**config.mk**
```make
export PLATFORM = sky130hd
export DESIGN_NAME = seq_11011_tx
export DESIGN_NICKNAME = d
export VERILOG_FILES = /design/src/rtl/seq_11011_tx.sv
export SDC_FILE = /design/constraint.sdc
export NUM_CORES = 1
export LEC_CHECK = 0
export CAP_MARGIN = 20
export CORE_UTILIZATION = 58
export DETAILED_ROUTE_END_ITERATION = 6
export DONT_BUFFER_PORTS = 1
export GPL_ROUTABILITY_DRIVEN = 0
export PLACE_DENSITY = 0.84
export SLEW_MARGIN = 10
export SYNTH_ARGS = -nofsm -noshare
export SYNTH_HDL_FRONTEND = slang
export SYNTH_SLANG_ARGS = --single-unit
```
**constraint.sdc**
```tcl
create_clock -name input_pulse -period 1.9 [get_ports input_pulse]
set_input_delay 0.19 -clock input_pulse [delete_from_list [all_inputs] [get_ports input_pulse]]
set_output_delay 0.19 -clock input_pulse [all_outputs]
set_load 0.02 [all_outputs]
```
**src/rtl/seq_11011_tx.sv**
```systemverilog
// Serial pattern transmitter: sends `count` occurrences of PATTERN MSB-first, back-to-back or overlapped.
// First bit is on inp_1 right after the edge that samples start; there is no backpressure.
module seq_11011_tx #(
  parameter int              LEN     = 5,
  parameter logic [LEN-1:0]  PATTERN = 5'b11011,
  parameter int              OVL     = 2,
  parameter int              CNT_W   = 4
) (
  input  logic             input_pulse,
  input  logic             clear,
  input  logic             start,
  input  logic [CNT_W-1:0] count,
  input  logic             overlap,
  input  logic             abort,
  output logic             inp_1,
  output logic             valid,
  output logic             occ_end,
  output logic             busy,
  output logic             done,
  output logic [2:0]       present_state
);

  localparam int IDX_W = (LEN > 1) ? $clog2(LEN) : 1;
  localparam logic [IDX_W-1:0] IDX_FULL = IDX_W'(LEN - 1);
  localparam logic [IDX_W-1:0] IDX_OVL  = IDX_W'(LEN - 1 - OVL);

  typedef enum logic [2:0] {
    IDLE = 3'd0,
    SEND = 3'd1,
    DONE = 3'd2
  } state_t;

  state_t           state, state_n;
  logic [IDX_W-1:0] idx, idx_n;
  logic [CNT_W-1:0] rem, rem_n;
  logic             ovl_q, ovl_n;
  logic             inp_1_n, valid_n, occ_end_n;

  always_ff @(posedge input_pulse or negedge clear) begin
    if (!clear) begin
      state   <= IDLE;
      idx     <= '0;
      rem     <= '0;
      ovl_q   <= 1'b0;
      inp_1   <= 1'b0;
      valid   <= 1'b0;
      occ_end <= 1'b0;
    end else begin
      state   <= state_n;
      idx     <= idx_n;
      rem     <= rem_n;
      ovl_q   <= ovl_n;
      inp_1   <= inp_1_n;
      valid   <= valid_n;
      occ_end <= occ_end_n;
    end
  end

  always_comb begin
    state_n = state;
    idx_n   = idx;
    rem_n   = rem;
    ovl_n   = ovl_q;
    case (state)
      IDLE: begin
        if (start && (count != '0)) begin
          rem_n   = count;
          ovl_n   = overlap;
          idx_n   = IDX_FULL;
          state_n = SEND;
        end
      end
      SEND: begin
        // Abort takes priority, including over the final bit's move to DONE.
        if (abort) begin
          state_n = IDLE;
        end else if (idx != '0) begin
          idx_n = idx - 1'b1;
        end else if (rem > CNT_W'(1)) begin
          rem_n = rem - 1'b1;
          idx_n = ovl_q ? IDX_OVL : IDX_FULL;
        end else begin
          state_n = DONE;
        end
      end
      DONE:    state_n = IDLE;
      default: state_n = IDLE;
    endcase

    // Line outputs are registered from the next-state view so they change only at edges.
    valid_n   = (state_n == SEND);
    inp_1_n   = valid_n ? PATTERN[idx_n] : 1'b0;
    occ_end_n = valid_n && (idx_n == '0);
  end

  assign busy          = (state == SEND) || (state == DONE);
  assign done          = (state == DONE);
  assign present_state = state;

endmodule

```
-- Yosys cells after proc, flatten, opt, wreduce, memory -nomap -nowiden
Memory sizes are Yosys's and may differ from the RTL's.
Cells that the tools add are included.
W data, S select, Z words.
- add/sub/neg operators: 2
- order comparisons: 2
- equal/unequal tests: 7
- multiplexer cells: 18
- reduce and logical (&&, ||, !) cells: 10
- operators with widths (kind ; number):
    $mux W3 ; 9
    $mux W4 ; 4
    $pmux W3 S2 ; 2
    $ne A2 B2 Y1 const B ; 4
    $pmux W4 S2 ; 1
    $eq A3 B1 Y1 const B ; 2
    $logic_not A3 Y1 ; 2
    $reduce_and A5 Y1 ; 1
    $gt A4 B1 Y1 const B ; 1
    $lt A3 B4 Y1 const B ; 1
    $reduce_bool A4 Y1 ; 1
    $sub A4 B1 Y4 const B ; 1
    $eq A3 B2 Y1 const B ; 1
    $reduce_bool A3 Y1 ; 1
    $sub A3 B1 Y3 const B ; 1
    $logic_and A1 B1 Y1 ; 2
    $mux W1 ; 2
    $reduce_and A2 Y1 ; 1
    $reduce_bool A2 Y1 ; 1
    $logic_or A1 B1 Y1 ; 1
- register bits after elaboration: 14
- memory bits (read-only): 8
- bits of input ports: 9
- output and inout bits: 8
- word-level logic and storage cells: 47
- memories kept: 1
- memory list (name ; depth ; bits a word ; read ports ; clocked after Yosys merged registers in ; wr ports ; RTL line ; RTL):
    (no name shown) ; 8 ; 1 ; 1 ; 0 ; 0 ; 92 ; inp_1_n = valid_n ? PATTERN[idx_n] : 1'b0;

-- Depth between registers and ports, before layout
- word-level depth: 8
- gate-level depth with buffers: 8

-- Worst setup path before layout
Ideal clock, no wire load.
- path type: input port to flip-flop
- from: input port present_state[1]
- to: register rem[3]
- data arrival time: 1.683 ns
- data required time: 1.779 ns
- path slack: 0.097 ns
- stages: 7
- cells stage by stage: dfrtp_1 -> or4b_1 -> buf_6 -> nor2_8 -> a21o_4 -> o21ai_1 -> a22o_1
- word-level cells in the longest chain between the ends: 3
- elaborated cells on any way between the ends: 9
- RTL lines (element ; RTL line ; RTL):
    start, declared ; 20 ; output logic [2:0] present_state
    $eq A3 B1 Y1 / $logic_not A3 Y1 (equally long branches) ; 64 ; case (state)
    $ne A2 B2 Y1 (no source line) / $reduce_bool A2 Y1 (equally long branches) ; - ;
    $reduce_and A5 Y1 (no source line) ; - ;
    end signal, assigned ; 51 ; rem <= rem_n;
    end, declared ; 35 ; logic [CNT_W-1:0] rem, rem_n;
Several ways; a longest one is shown, not always the timed one.
A chain may end at the register's enable or synchronous reset.

-- Worst setup path after layout
- from: input port present_state[1]
- to: register inp_1
- elaborated cells on any way between the ends: 12
- RTL lines (element ; RTL line ; RTL):
    $eq A3 B1 Y1 / $logic_not A3 Y1 (equally long branches) ; 64 ;
    $pmux W3 S2 (*) ; 64 ;
    named net idx_n[1] ; 34 ; logic [IDX_W-1:0] idx, idx_n;
    $mem_v2 Z8 W1 (*) ; - ;
    $mux W1 (not written as such) (*) ; 92 ;
    $mux W1 (*) ; 92 ;
    named net inp_1_n ; 37 ; logic inp_1_n, valid_n, occ_end_n;
    end signal, assigned ; 53 ; inp_1 <= inp_1_n;
    end, declared ; 15 ; output logic inp_1,
The timed path passes the listed nets; every way through them passes the cells marked *. The select of a mux whose other input is x is not followed.

==> flow_results.org <==
** Worst setup path
- The critical path goes through buf_4, or3b_1, nor2_1, nand2_1, o221ai_1, a31oi_1.
- The largest single stage delay on the critical path is 0.39 ns.
- Crit path max-delay family :: simple AND/OR/NAND/NOR gates
- Among all stages on the critical path, the largest delay is contributed by dfrtp_1.
- Largest fanout on the critical path :: 5
- Data on the critical path is required at its endpoint by 2.05 ns.
- Category of the worst setup path capture point :: flip-flop
- Together, buffers and inverters on the worst path number 1.
- STA puts the critical path data arrival time at 1.96 ns.
- Startpoint class of the critical path :: flip-flop
- Path type of the worst setup path :: reg2reg

** Drt
- Pre-Repair DR Iteration Count :: 4
- Post-detailed-route wirelength per cell :: 17.6 um
- Post-detailed-routing wire length :: 1850 um
- Dividing the detail-routed via count by the number of cells gives 6.47.
- The detail route stage leaves a number of antenna-violating nets equal to 0.
- The detailed router finished its first iteration with 31 violations.
- Total via count in the routed design :: 679
- For this run, design rule violations remaining after detail routing come to 0.

** Clocking
- Clock tree from TritonCTS :: yes
- Clock tree synthesis found a total of 14 sinks.
- Clock latency reported for the late side of the worst-skew pair :: 0.29 ns
- CTS built an H-tree with a depth of 1.
- Counting along the longest clock path gives a buffer depth of 2.
- Clock transition at the register clock pins on the worst setup and hold paths after CTS :: 0.08 ns
- Clock root buffer :: clkbuf_4
- Clock tree synthesis inserted a total of 3 buffers.
- Setup fix buffers added after clock tree synthesis :: 0

** Logic synthesis
- Share of synthesized flip-flops with an asynchronous set or reset :: 1.00
- Most frequently used cell type in the post-synthesis netlist :: dfrtp_1
- Of the total synthesized cell area, the portion taken by XOR and XNOR cells is 0.
- #FFs+latches synth :: 14
- Post-Syn Area :: 810 um^2
- Most common library cells after synthesis :: dfrtp_1 (14), inv_1 (8), o21ai_0 (8), nand2_1 (7), nor2_1 (6)
- Dominant register cell in the synthesized netlist :: dfrtp_1
- Of the total synthesized cell area, the portion taken by AND, OR, NAND and NOR gates is 0.232.
- Number of warning messages in the yosys log :: 0
- The share of the Yosys chip area taken by registers is 0.433.
- Post-synth EDFFs :: 0
- Cell types occupying the most area after synthesis :: dfrtp_1 (43%), ha_1 (6.2%), o21ai_0 (4.9%)
- Area share of fa/ha/maj cells after synthesis :: 0.0618
- Unique cell type count in the Yosys netlist :: 37
- Syn_area_per_cell :: 9.75 um^2
- After synthesis, the largest family of logic cells by area is simple AND/OR/NAND/NOR gates.
- Synthesis produced 83 cells.
- Synthesis produced a netlist with a net count of 96.
- Post-synthesis compound-gate area fraction :: 0.207
- Share of Yosys cell area claimed by the top area cell type :: 0.433
- After synthesis, the share of cell area in mux cells is 0.
- The synthesized design spends more area on one cell type than any other, namely dfrtp_1.

** Power and ir drop
- Internal Pwr Total :: 0.000525 W
- Net switching power of the design :: 0.000307 W
- The share of total power dissipated in sequential elements is 0.478.
- Switching part of the total :: 0.369
- Cell area power density :: between 900 and 1000 nW/um^2
- VDD sags by at most 610 uV.
- The share of total power dissipated in combinational logic is 0.316.
- In this run the static leakage power is approximately 0.43 nW.
- Proportion of power drawn by the clock network :: 0.206

** Floorplanning
- The floorplan step defined a die boundary enclosing 1550 um^2.
- The floorplan step set the die height to 39.4 um.
- The initial utilization of the core area, before any placement, comes to 0.622.
- The core region is 1300 um^2.
- Pin placement for this block handled 17 I/O pins.
- Die W :: 39.4 um
- The floorplan has 13 rows.

** Placed design
- Detailed placement ended at an HPWL of 1290 um.
- In this run the cell area measured after placement is between 800 and 900 um^2.
- Placed insts :: 101
- Port Buf Inserts :: 0

** Final layout
- Area occupied by multi-input gates :: 424 um^2
- Syn-to-layout area delta :: 10.8%
- Excluding fillers, the count of instances in the completed layout stands at 105.
- Summing all flip-flop and latch instances after layout gives 350 um^2.
- The repair_antennas step left the layout with diodes totalling 0.
- Of the cells placed in the final design, the portion with a size suffix greater than 1 is 0.222.
- Number of nets in the final layout :: 105
- Filler Cell Count :: between 100 and 150
- Post-layout utilization of the core :: 0.689
- Layout Cell Area excl Fill :: around 900 um^2

** STA
- Relative slew slack :: 0.559
- Final setup fails :: 0
- Worst Tran Pin Value :: between 0.6 and 0.7 ns
- On the final layout, the worst hold slack is approximately 0.023 ns.
- The number of slew-limit violations in the final report came to 0.
- Adding up every negative setup slack in the final design gives 0 ns.
- Period Utilization, post-route :: 0.949
- Fmax :: 555 MHz
- After layout, the minimum clock period comes to 1.80 ns.
- Final hold violation count :: 0
- Clock skew on the completed layout was measured at roughly 0.006 ns.

** GRT
- Entering global routing, the biggest net connects 15 pins.
- Grt ovf :: 0
- Overall routing resource usage :: 0.284
- The number of antenna violations at the first check in global routing came to 0.
- The first global-routing pass estimated 2800 um of wire.
- The number of global-route vias before repair is 629.

** Outcome
- Result of the run :: finished clean

** Job
- The tool flagged a number of max-cap violations equal to 0.

** Worst hold path
- The path class of the tightest hold or removal check is in2reg.
[through the flow]
step	worst slack, ns	power (W)
2_1_floorplan	0.0965	0.000576
3_3_place_gp	0.109	0.000617
3_5_place_dp	0.0604	0.000638
4_1_cts	0.0224	0.000807
5_1_grt	-0.00542	0.000875
6_report	0.0968	0.000831
[layout by cell type (no fill, tap or decap), types with 2 or more instances in the layout]
cell type   n
dfrtp_1    14
inv_1       8
nand2_1     7
o21ai_0     6
nor2_1      5
buf_4       5
o21ai_1     4
nand3_1     3
ha_1        3
clkbuf_4    3
nor4_1      2
a22o_1      2
[metal layers]
layer	vias to the layer above	GRT usage	routed length (um)
li1	308	-	-
met1	333	0.337	763
met2	34	0.458	930
met3	4	0.0852	118
met4	0	0.147	36
met5	-	0	0
[power by group through the flow]
stage / Sequential (W) / Clock [W] / Combinational (W)
after CTS: 0.000394 / 0.000167 / 0.000246
after detailed placement: 0.000401 / 0 / 0.000237
after global placement: 0.000396 / 0 / 0.000221
final: 0.000397 / 0.000172 / 0.000263
after global routing: 0.000400 / 0.000183 / 0.000293
after floorplan: 0.000394 / 0 / 0.000182
[sequential cells by signal, indices dropped and copies added, names as in the netlist]
register       cells
valid              1
idx                3
inp_1              1
present_state      3
occ_end            1
rem                4
ovl_q              1
[layout make-up]
| class | count | share of cell area |
|---|---|---|
| multi-input cells | 58 | 0.473 |
| flip-flops and latches | 14 | 0.391 |
| repair buffers | 6 | 0.0530 |
| inverters | 9 | 0.0377 |
| clock buffers | 3 | 0.0251 |
| well taps | 15 | 0.0209 |
[cells by family (layout without fill, tap and decap cells)]
group / count (synthesis) / after routing
AO/OA/AOI/OAI: 23 / 23
adder cells (fa/ha/maj): 4 / 4
flip-flops: 14 / 14
buffers and inverters: 11 / 18
other: 1 / 1
AND/OR/NAND/NOR: 30 / 30
[worst reg2reg max path: stages (launching register included)]
cell and delay (ns):
dfrtp_1 0.39, buf_4 0.17, or3b_1 0.39, nor2_1 0.18, nand2_1 0.10, o221ai_1 0.27
a31oi_1 0.16
[timing repair]
action	in CTS	in global routing
gates resized for setup	0	7
hold buffers	1	0
endpoints found under the setup margin	0	4
endpoints found under the hold margin	14	0
[final timing paths]
path                                  start      to  slack, ns  depth (start not counted)
max in group asynchronous             clear  idx[0]       1.11                          1
min in group asynchronous             clear  idx[1]       0.37                          1
setup reg to reg           present_state[1]   inp_1        0.1                          6
hold / removal                      overlap   ovl_q       0.02                          2
setup / recovery           present_state[1]   inp_1        0.1                          6
hold reg to reg                       ovl_q   ovl_q       0.59                          2
Note: power is estimated with default switching activity, not from simulation.
